===== src/rtl/spi_word_engine.sv =====
// spi_word_engine
//   Word-level SPI master (mode 0, MSB first). It sits between input FIFO A
//   and output FIFO B. One start pulse drains FIFO A. Every word goes out in a
//   single CS-low burst, and every word received on MISO is pushed into FIFO B.
//
//   Build option: define SPI_LOOPBACK_EN to sample the driven spi_mosi instead
//   of the spi_miso pin. Each received word then equals the sent word. Pin
//   timing is the same in both builds.
//
//   All outputs are registered. Each state's action takes effect on the clock
//   edge that leaves that state. This gives the following cycle behaviour:
//     - FIFOA_ren is high during WAIT.
//     - FIFOA_OUT is valid during LOAD.
//     - FIFOB_wen is high during the first GAP cycle.
//     - done is high during the IDLE cycle that follows DONE.
module spi_word_engine #(
  parameter int WORD_W   = 32,  // bits per SPI word and FIFO data width
  parameter int HALF_DIV = 4,   // CLK cycles per SCK half-period (>= 2)
  parameter int GAP_CYC  = 2    // idle-low CLK cycles between words (>= 1)
) (
  input  logic              CLK,
  input  logic              rst,
  input  logic              start,
  input  logic [WORD_W-1:0] FIFOA_OUT,
  input  logic              FIFOA_empty,
  output logic              FIFOA_ren,
  output logic [WORD_W-1:0] FIFOB_IN,
  output logic              FIFOB_wen,
  input  logic              FIFOB_full,
  output logic              spi_sck,
  output logic              spi_mosi,
  input  logic              spi_miso,
  output logic              spi_cs,
  output logic              busy,
  output logic              done,
  output logic [15:0]       word_cnt
);

  localparam int BIT_W = $clog2(WORD_W + 1);
  localparam int DIV_W = $clog2(HALF_DIV);
  localparam int GAP_W = $clog2(GAP_CYC + 1);

  localparam logic [BIT_W-1:0] BIT_LAST = BIT_W'(WORD_W);
  localparam logic [DIV_W-1:0] DIV_LAST = DIV_W'(HALF_DIV - 1);
  localparam logic [GAP_W-1:0] GAP_LAST = GAP_W'(GAP_CYC - 1);

  typedef enum logic [2:0] {
    ST_IDLE,
    ST_FETCH,
    ST_WAIT,
    ST_LOAD,
    ST_SHIFT,
    ST_STORE,
    ST_GAP,
    ST_DONE
  } state_t;

  state_t state;
  state_t next_state;

  logic [DIV_W-1:0]  div_cnt;
  logic [BIT_W-1:0]  bit_cnt;
  logic [GAP_W-1:0]  gap_cnt;

  // tx_sr holds only the bits still to be sent. The MSB goes straight from
  // FIFOA_OUT onto spi_mosi in LOAD.
  logic [WORD_W-2:0] tx_sr;
  logic [WORD_W-1:0] rx_sr;

  // Per-cycle strobes decoded by the FSM.
  logic half_end;
  logic sck_rise;
  logic sck_fall;
  logic word_end;
  logic store_go;
  logic gap_done;
  logic burst_end;

  logic miso_src;

`ifdef SPI_LOOPBACK_EN
  // Loopback: sample the bit being driven on spi_mosi. The pin is unused.
  logic unused_miso_pin;
  assign unused_miso_pin = spi_miso;
  assign miso_src        = spi_mosi;
`else
  assign miso_src = spi_miso;
`endif

  // State register.
  always_ff @(posedge CLK) begin
    // NOTE: all clocked state uses non-blocking assignments. Every register
    // then sees the pre-edge values of the others, whatever the block order.
    if (rst) begin
      state <= ST_IDLE;
    end else begin
      state <= next_state;
    end
  end

  // Next-state decode and per-cycle strobes.
  always_comb begin
    // NOTE: every signal this block drives gets a default first. No path can
    // leave one unassigned, so no latch is inferred.
    next_state = state;
    half_end   = (div_cnt == DIV_LAST);
    sck_rise   = 1'b0;
    sck_fall   = 1'b0;
    word_end   = 1'b0;
    store_go   = 1'b0;
    gap_done   = 1'b0;
    burst_end  = 1'b0;

    case (state)
      ST_IDLE: begin
        if (start) begin
          next_state = FIFOA_empty ? ST_DONE : ST_FETCH;
        end
      end

      ST_FETCH: next_state = ST_WAIT;

      ST_WAIT:  next_state = ST_LOAD;

      ST_LOAD:  next_state = ST_SHIFT;

      ST_SHIFT: begin
        sck_rise = half_end && !spi_sck;
        sck_fall = half_end && spi_sck;
        // The word ends on the falling edge after the last rising edge.
        // SCK is therefore already low when STORE begins.
        word_end = sck_fall && (bit_cnt == BIT_LAST);
        if (word_end) begin
          next_state = ST_STORE;
        end
      end

      ST_STORE: begin
        // While FIFO B is full, hold here with SCK low and CS low.
        store_go = !FIFOB_full;
        if (store_go) begin
          next_state = ST_GAP;
        end
      end

      ST_GAP: begin
        if (gap_cnt == GAP_LAST) begin
          gap_done = 1'b1;
          // Words that arrived in FIFO A during the burst join it here.
          if (FIFOA_empty) begin
            burst_end  = 1'b1;
            next_state = ST_DONE;
          end else begin
            next_state = ST_FETCH;
          end
        end
      end

      ST_DONE:  next_state = ST_IDLE;

      default:  next_state = ST_IDLE;
    endcase
  end

  // Registered datapath and outputs: SCK generation, shifting, FIFO strobes
  // and burst status.
  always_ff @(posedge CLK) begin
    if (rst) begin
      div_cnt   <= '0;
      bit_cnt   <= '0;
      gap_cnt   <= '0;
      tx_sr     <= '0;
      rx_sr     <= '0;
      spi_cs    <= 1'b1;
      spi_sck   <= 1'b0;
      spi_mosi  <= 1'b0;
      FIFOA_ren <= 1'b0;
      FIFOB_wen <= 1'b0;
      FIFOB_IN  <= '0;
      busy      <= 1'b0;
      done      <= 1'b0;
      word_cnt  <= '0;
    end else begin
      // Strobe outputs are single-cycle pulses unless re-asserted below.
      FIFOA_ren <= 1'b0;
      FIFOB_wen <= 1'b0;
      done      <= 1'b0;

      // A start that arrives while busy has no effect, because state is
      // not IDLE.
      if (state == ST_IDLE && start) begin
        busy     <= 1'b1;
        word_cnt <= '0;
      end

      if (state == ST_FETCH) begin
        FIFOA_ren <= 1'b1;
      end

      // Present the MSB and drop CS. The first SCK low half-period then
      // starts with valid data on spi_mosi.
      if (state == ST_LOAD) begin
        tx_sr    <= FIFOA_OUT[WORD_W-2:0];
        spi_mosi <= FIFOA_OUT[WORD_W-1];
        spi_cs   <= 1'b0;
        bit_cnt  <= '0;
        div_cnt  <= '0;
      end

      if (state == ST_SHIFT) begin
        if (half_end) begin
          div_cnt <= '0;
        end else begin
          div_cnt <= div_cnt + 1'b1;
        end
      end

      // Sample MISO on the rising edge.
      if (sck_rise) begin
        spi_sck <= 1'b1;
        rx_sr   <= {rx_sr[WORD_W-2:0], miso_src};
        bit_cnt <= bit_cnt + 1'b1;
      end

      // Launch the next MOSI bit on the falling edge. After the last bit,
      // zeros have been shifted in, so spi_mosi rests low.
      if (sck_fall) begin
        spi_sck  <= 1'b0;
        spi_mosi <= tx_sr[WORD_W-2];
        tx_sr    <= {tx_sr[WORD_W-3:0], 1'b0};
      end

      if (store_go) begin
        FIFOB_IN  <= rx_sr;
        FIFOB_wen <= 1'b1;
        gap_cnt   <= '0;
        if (word_cnt != 16'hFFFF) begin
          word_cnt <= word_cnt + 16'd1;
        end
      end

      if (state == ST_GAP && !gap_done) begin
        gap_cnt <= gap_cnt + 1'b1;
      end

      if (burst_end) begin
        spi_cs <= 1'b1;
      end

      if (state == ST_DONE) begin
        done <= 1'b1;
        busy <= 1'b0;
      end
    end
  end

endmodule


===== config.mk =====
export PLATFORM = sky130hd
export DESIGN_NAME = spi_word_engine
export DESIGN_NICKNAME = d
export VERILOG_FILES = /design/src/rtl/spi_word_engine.sv
export SDC_FILE = /design/constraint.sdc
export NUM_CORES = 1
export LEC_CHECK = 0
export BUFFER_PORTS_ARGS = -buffer_cell sky130_fd_sc_hd__buf_2
export CAP_MARGIN = 25
export CORE_ASPECT_RATIO = 0.7
export CORE_MARGIN = 2
export CORE_UTILIZATION = 49
export CTS_BUF_LIST = sky130_fd_sc_hd__clkbuf_4
export DETAILED_ROUTE_END_ITERATION = 10
export GPL_TIMING_DRIVEN = 1
export PLACE_DENSITY = 0.71
export SKIP_LAST_GASP = 1
export SYNTH_ARGS = -nofsm -noshare
export SYNTH_HDL_FRONTEND = slang
export SYNTH_SLANG_ARGS = --single-unit

===== constraint.sdc =====
create_clock -name CLK -period 2.05 [get_ports CLK]
set_input_delay 0.3075 -clock CLK [delete_from_list [all_inputs] [get_ports CLK]]
set_output_delay 0.3075 -clock CLK [all_outputs]
set_load 0.1 [all_outputs]

==> results of run 1 <==
-- synth_stat cells, drive strengths merged (2+ instances only) --
master / number / share of area
a211oi: 5 / 0.0068
and2: 2 / 0.0023
o21a: 2 / 0.0027
nand3: 15 / 0.014
mux2i: 2 / 0.0036
o21ai: 7 / 0.0063
o2111a: 3 / 0.0061
nand3b: 4 / 0.0054
inv: 6 / 0.0041
o211ai: 2 / 0.0027
nor3: 11 / 0.0099
clkbuf: 26 / 0.018
nand2: 205 / 0.14
buf: 28 / 0.032
a21oi: 85 / 0.077
ha: 5 / 0.011
nand4bb: 2 / 0.0041
a311oi: 33 / 0.052
nand4: 9 / 0.012
mux2: 2 / 0.0041
o2bb2ai: 2 / 0.0032
nor2: 46 / 0.032
a211o: 6 / 0.0095
nand2b: 7 / 0.0079
nor4: 4 / 0.0045
a221oi: 2 / 0.0032
and3: 2 / 0.0023
and4: 4 / 0.0070
dfxtp: 131 / 0.47
or3: 4 / 0.0045
a31oi: 2 / 0.0023
nor3b: 3 / 0.0041
-- logic make-up (layout without fill, tap and decap cells) --
group,count (synthesis),in the layout,synth area share
AOI/OAI and AO/OA,160,160,0.1917
xor gates and xnor gates,2,2,0.003165
adders and majority gates,5,5,0.01130
buffers and inverters,60,153,0.05357
DFF,131,131,0.4738
muxes,4,4,0.007685
and+or+nand+nor,323,323,0.2588
-- how the worst max path moves through the flow --
stage / start / to / slack (ns) / cells after the start
after CTS: state[2]$_SDFFE_PP0P_ / word_cnt[8]$_SDFF_PP0_ / 0.19 / 4
after detailed placement: state[2]$_SDFFE_PP0P_ / word_cnt[8]$_SDFF_PP0_ / 0.21 / 4
final: state[2]$_SDFFE_PP0P_ / word_cnt[8]$_SDFF_PP0_ / 0.18 / 4
after floorplan: word_cnt[15]$_SDFF_PP0_ / word_cnt[5]$_SDFF_PP0_ / 0.007 / 3
after global placement: word_cnt[0]$_SDFF_PP0_ / word_cnt[7]$_SDFF_PP0_ / 0.28 / 5
after global routing: state[1]$_SDFFE_PP0P_ / rx_sr[25]$_SDFFE_PP0P_ / 0.01 / 5
-- repair_timing --
action                                 4_1_cts  5_1_grt
buffers inserted                             0        0
hold buffers                                 4        3
endpoints found under the hold margin        4        3
-- registers in the layout, summed over array words and instances, names as in the netlist --
signal and flops:
spi_sck 1, busy 1, word_cnt 16, bit_cnt 6, tx_sr 31, FIFOA_ren 1
spi_mosi 1, state 3, spi_cs 1, FIFOB_IN 32, div_cnt 2, done 1
FIFOB_wen 1, gap_cnt 2, rx_sr 32
-- power breakdown --
| part | switching, W | internal [W] |
|---|---|---|
| Combinational | 0.000709 | 0.000415 |
| Sequential | 0.000164 | 0.00268 |
| Clock | 0.000976 | 0.00120 |
-- routing by layer --
layer / global-route usage / part of all wire
met5: 0 / 0
met4: 0.06383 / 0.011
met3: 0.06528 / 0.054
met2: 0.3467 / 0.46
met1: 0.2906 / 0.47
-- worst register-to-register path, delay by kind of cell (launching register included) --
family / cells / cell delay, ns
DFF: 1 / 0.64
and+or+nand+nor: 2 / 0.59
AOI/OAI and AO/OA: 1 / 0.18
muxes: 1 / 0.36
-- cell type report --
class,instances,share of cell area
Multi-Input combinational cell,494,0.4004
Sequential cell,131,0.4035
Timing Repair Buffer,116,0.1084
Inverter,6,0.003434
Clock buffer,17,0.01946
Tap cell,153,0.02919
Clock inverter,14,0.03567
-- stage by stage --
step,utilization,instances,hold WS (ns),setup slack [ns],total power [W]
after floorplan,-,685,0.4322,0.006637,0.003742
after global placement,0.5565,893,0.4407,0.2795,0.003961
after detailed placement,0.5565,893,0.4481,0.2057,0.004013
after CTS,0.5930,928,0.004104,0.1878,0.006176
after global routing,0.5957,931,0.003153,0.01417,0.006428
final,0.5957,931,0.02841,0.1774,0.006150
==> run_results.csv, run 1 <==
group,metric,value,unit
route,wire_per_inst,13.68,um
synthesis,synth_edf_count,0,
floorplan,die_w,131.0,um
critical_path,path_cells,"and4bb_2 -> nand4_1 -> a21oi_1 -> mux2_2",
route,drt_wl_total,12740,um
critical_path,critPathMaxStageDelay,0.64,ns
hold_path,min_to,"tx_sr[22]$_SDFFE_PP0P_",
synthesis,synthFlopType,"dfxtp_1",
timing,drv_slew,0,
critical_path,critPathRequiredTime,2.47,ns
final_layout,nNetsFinal,809,
critical_path,critPathKind,"reg -> reg",
run_status,outcome,"complete, no violations",
timing,skew,0.02065,ns
clocking,clock_latency,0.53,ns
route,ant_nets,0,
floorplan,core,0.01101,sq mm
clocking,cts.sinks,131,
timing,max_slew_margin,0.6724,
timing,tightest_slew,0.4907,ns
critical_path,r2r_slack,0.18,ns
timing,grt_setup_unrepaired,"false",
synthesis,syn_area,0.005535,sq mm
hold_path,hold_path.class,"in -> reg",
flow_run,cap_violations,0,
floorplan,ios,93,
hold_path,holdPathStages,3,
clocking,cts_resized,0,
synthesis,synth_cell_type_count,57,
floorplan,die_area,0.01218,sq mm
critical_path,cp_top_family,"flip-flops",
critical_path,end_kind,"flip-flop",
grt,grt_pass1_vias,4764,
clocking,numCtsBuffers,17,
critical_path,r2r_start,"state[2]$_SDFFE_PP0P_",
final_layout,final_cell_mix,"nand2_1 (205), dfxtp_1 (116), buf_2 (91)",
placed_design,port_buffers,92,
floorplan,initial_utilization,0.5027,
final_layout,synthToLayoutAreaGrowth,18.49,%
timing,tns,0,ns
placed_design,gp_congestion,0.9192,
critical_path,reg2reg_to,"word_cnt[8]$_SDFF_PP0_",
clocking,htree_levels,4,
placed_design,place_area,0.006127,sq mm
route,viasPerCell,5.414,
clocking,cts_buffer_depth,2,
synthesis,async_flop_share,0,
grt,grt_max_degree,75,
clocking,cts_tree,"done",
final_layout,final_area,0.006559,sq mm
synthesis,ys_seq_elements,131,
hold_path,hold_path_startpoint,"FIFOA_OUT[22]",
route,drc,0,
floorplan,rows,32,
power_and_ir_drop,p_leak,2.540,nW
route,num_vias,5040,
power_and_ir_drop,irDropWorstVdd,0.0006149,V
critical_path,reg2reg_depth,4,
timing,period_minus_slack,1.873,ns
grt,antenna_found_initial,0,
clocking,cts.clk_slew.worst_paths,0.12,ns
timing,finalSetupViolCount,0,
critical_path,crit_path_start_kind,"flip-flop",
final_layout,drive_gt1_frac,0.2147,
critical_path,cpMaxStageDelayCell,"dfxtp_1",
final_layout,fill_cells,985,
critical_path,path_buf_inv,0,
timing,fin_crit_sh,0.9135,
final_layout,seq_area,0.002646,sq mm
placed_design,dp_hpwl,8527,um
floorplan,die_h,92.93,um
final_layout,antenna_cells,0,
timing,hold_viol_final,0,
synthesis,synth.avg_cell_area,8.081,sq um
final_layout,final_common_cell,"nand2_1",
critical_path,crit_arrival,2.29,ns
grt,grtUsageTotal,0.2195,
synthesis,ys_warn_count,0,
final_layout,multi_input_area,0.002626,sq mm
synthesis,yosysSeqAreaShare,0.4738,
synthesis,synth_cells,685,
route,first_iter_violations,413,
timing,fmax,534.0,MHz
critical_path,cp_max_fo,14,
clocking,root_buffer,"clkbuf_4",
grt,globalRouteOverflowTotal,0,
grt,grt_pass1_wl,21530,um
synthesis,synth_nets,728,
power_and_ir_drop,p_per_area,937.6,mW/mm^2
route,dr.pass1.iters,5,
Power figures use the tool's default switching activity.
==> inputs of run 2 (changes only) <==
Settings changed: CORE_UTILIZATION 49 to 55, PLACE_DENSITY 0.71 to 0.78.
==> run 2 against run 1 <==
Sequential share of layout area rose by 0.68 points. Highest routed layer unchanged. Total power fell by 7.9%. Clock power fell by 23%. Critical path depth rose by 1. Clock skew is 0.0026 ns higher.
==> run_results.csv, run 2 (synthesized netlist as in run 1, its figures left out) <==
group,metric,value,unit
placed_design,port_buffers,92,
critical_path,critPathMaxStageDelay,0.38,ns
timing,tns,0,ns
critical_path,critPathRequiredTime,2.47,ns
floorplan,ios,93,
floorplan,core,0.009759,sq mm
floorplan,die_area,0.01090,sq mm
placed_design,dp_hpwl,8591,um
final_layout,fill_cells,832,
timing,drv_slew,0,
placed_design,place_area,0.006101,sq mm
run_status,outcome,"complete, no violations",
floorplan,die_h,87.94,um
placed_design,dpl_worst_slack,0.2034,ns
critical_path,critPathKind,"reg -> reg",
floorplan,initial_utilization,0.5672,
timing,fin_crit_sh,0.9106,
final_layout,final_common_cell,"nand2_1",
timing,hold_viol_final,0,
floorplan,rows,30,
final_layout,drive_gt1_frac,0.2197,
clocking,cts_buffer_depth,2,
grt,grt_pass1_wl,20820,um
grt,globalRouteOverflowTotal,0,
clocking,cts_tree,"done",
route,drt_wl_total,12710,um
final_layout,seq_area,0.002646,sq mm
route,ant_nets,0,
grt,grt_pass1_vias,4560,
clocking,htree_levels,4,
timing,tightest_slew,0.5046,ns
route,dr.pass1.iters,5,
clocking,holdBufCountCts,8,
timing,period_minus_slack,1.867,ns
clocking,cts.clk_slew.worst_paths,0.12,ns
critical_path,path_cells,"ha_1 -> and3_1 -> nand4_2 -> o2111a_1 -> a211o_1",
floorplan,die_w,123.9,um
hold_path,hold_path.class,"in -> reg",
clocking,clock_latency,0.53,ns
clocking,cts_resized,0,
critical_path,crit_path_start_kind,"flip-flop",
critical_path,r2r_start,"word_cnt[0]$_SDFF_PP0_",
critical_path,cp_max_fo,8,
timing,setup_slack,0.1832,ns
placed_design,gp_congestion,0.8831,
clocking,post-cts-setup-buffers,0,
clocking,cts.sinks,131,
power_and_ir_drop,irDropWorstVdd,0.0005838,V
final_layout,utilization,0.6609,
timing,max_slew_margin,0.6659,
route,viasPerCell,5.647,
final_layout,final_area,0.006450,sq mm
critical_path,cpMaxStageDelayCell,"dfxtp_4",
timing,skew,0.02320,ns
power_and_ir_drop,p_per_area,877.8,mW/mm^2
final_layout,top_regs,"FIFOB_IN x32, rx_sr x32, tx_sr x31",
grt,grtUsageTotal,0.2404,
final_layout,final_cell_mix,"nand2_1 (205), dfxtp_1 (116), buf_2 (91)",
hold_path,hold_path_startpoint,"FIFOA_OUT[10]",
critical_path,crit_start,"word_cnt[0]$_SDFF_PP0_",
final_layout,synthToLayoutAreaGrowth,16.52,%
grt,grt_max_degree,82,
clocking,numCtsBuffers,17,
critical_path,crit_arrival,2.29,ns
clocking,root_buffer,"clkbuf_4",
timing,grt_setup_unrepaired,"false",
critical_path,end_kind,"flip-flop",
route,num_vias,5144,
grt,antenna_found_initial,0,
flow_run,cap_violations,0,
final_layout,multi_input_area,0.002626,sq mm
route,first_iter_violations,429,
timing,finalSetupViolCount,0,
route,drc,0,
route,wire_per_inst,13.95,um
final_layout,antenna_cells,0,
timing,timing.hold.ws,0.03271,ns
power_and_ir_drop,p_leak,2.517,nW
timing,fmax,535.7,MHz
final_layout,nNetsFinal,814,
run 2: final timing paths:
kind	slack, ns	cells past startpoint	to
worst max register to register	0.18	5	word_cnt[7]$_SDFF_PP0_
worst min-delay path	0.03	3	tx_sr[10]$_SDFFE_PP0P_
worst max-delay path	0.18	5	word_cnt[7]$_SDFF_PP0_
worst min register to register	0.46	2	FIFOB_IN[12]$_SDFFE_PP0P_
run 2: per-layer routing:
metal	wire, um	vias to the layer above	GRT usage
met5	0	-	0
met4	199	0	0.09193
met3	816	22	0.05599
met2	5870	161	0.3881
met1	5820	2401	0.3163
li1	-	2560	-
run 2: final cells by class:
class,instances,share of cell area
Sequential cell,131,0.4103
Multi-Input combinational cell,494,0.4072
Inverter,6,0.003492
Timing Repair Buffer,121,0.1125
Tap cell,128,0.02483
Clock inverter,10,0.01726
Clock buffer,21,0.02444
run 2: through the flow:
stage,instances,total power (W)
5_1_grt,911,0.005930
2_1_floorplan,685,0.003742
3_3_place_gp,872,0.003965
6_report,911,0.005662
4_1_cts,911,0.005688
3_5_place_dp,872,0.004014
run 2: critical path: cells and delay by family, from the launching register on:
family / cells / cell delay (ns)
fa+ha+maj: 1 / 0.21
flops: 1 / 0.38
simple gates: 2 / 0.60
compound gates: 2 / 0.58
run 2: power breakdown:
part	switching, W	leakage [nW]	internal (W)	total (W)
logic	0.000729	1.31	0.000421	0.00115
registers	0.000152	1.07	0.00268	0.00283
clock network	0.000916	0.147	0.000764	0.00168
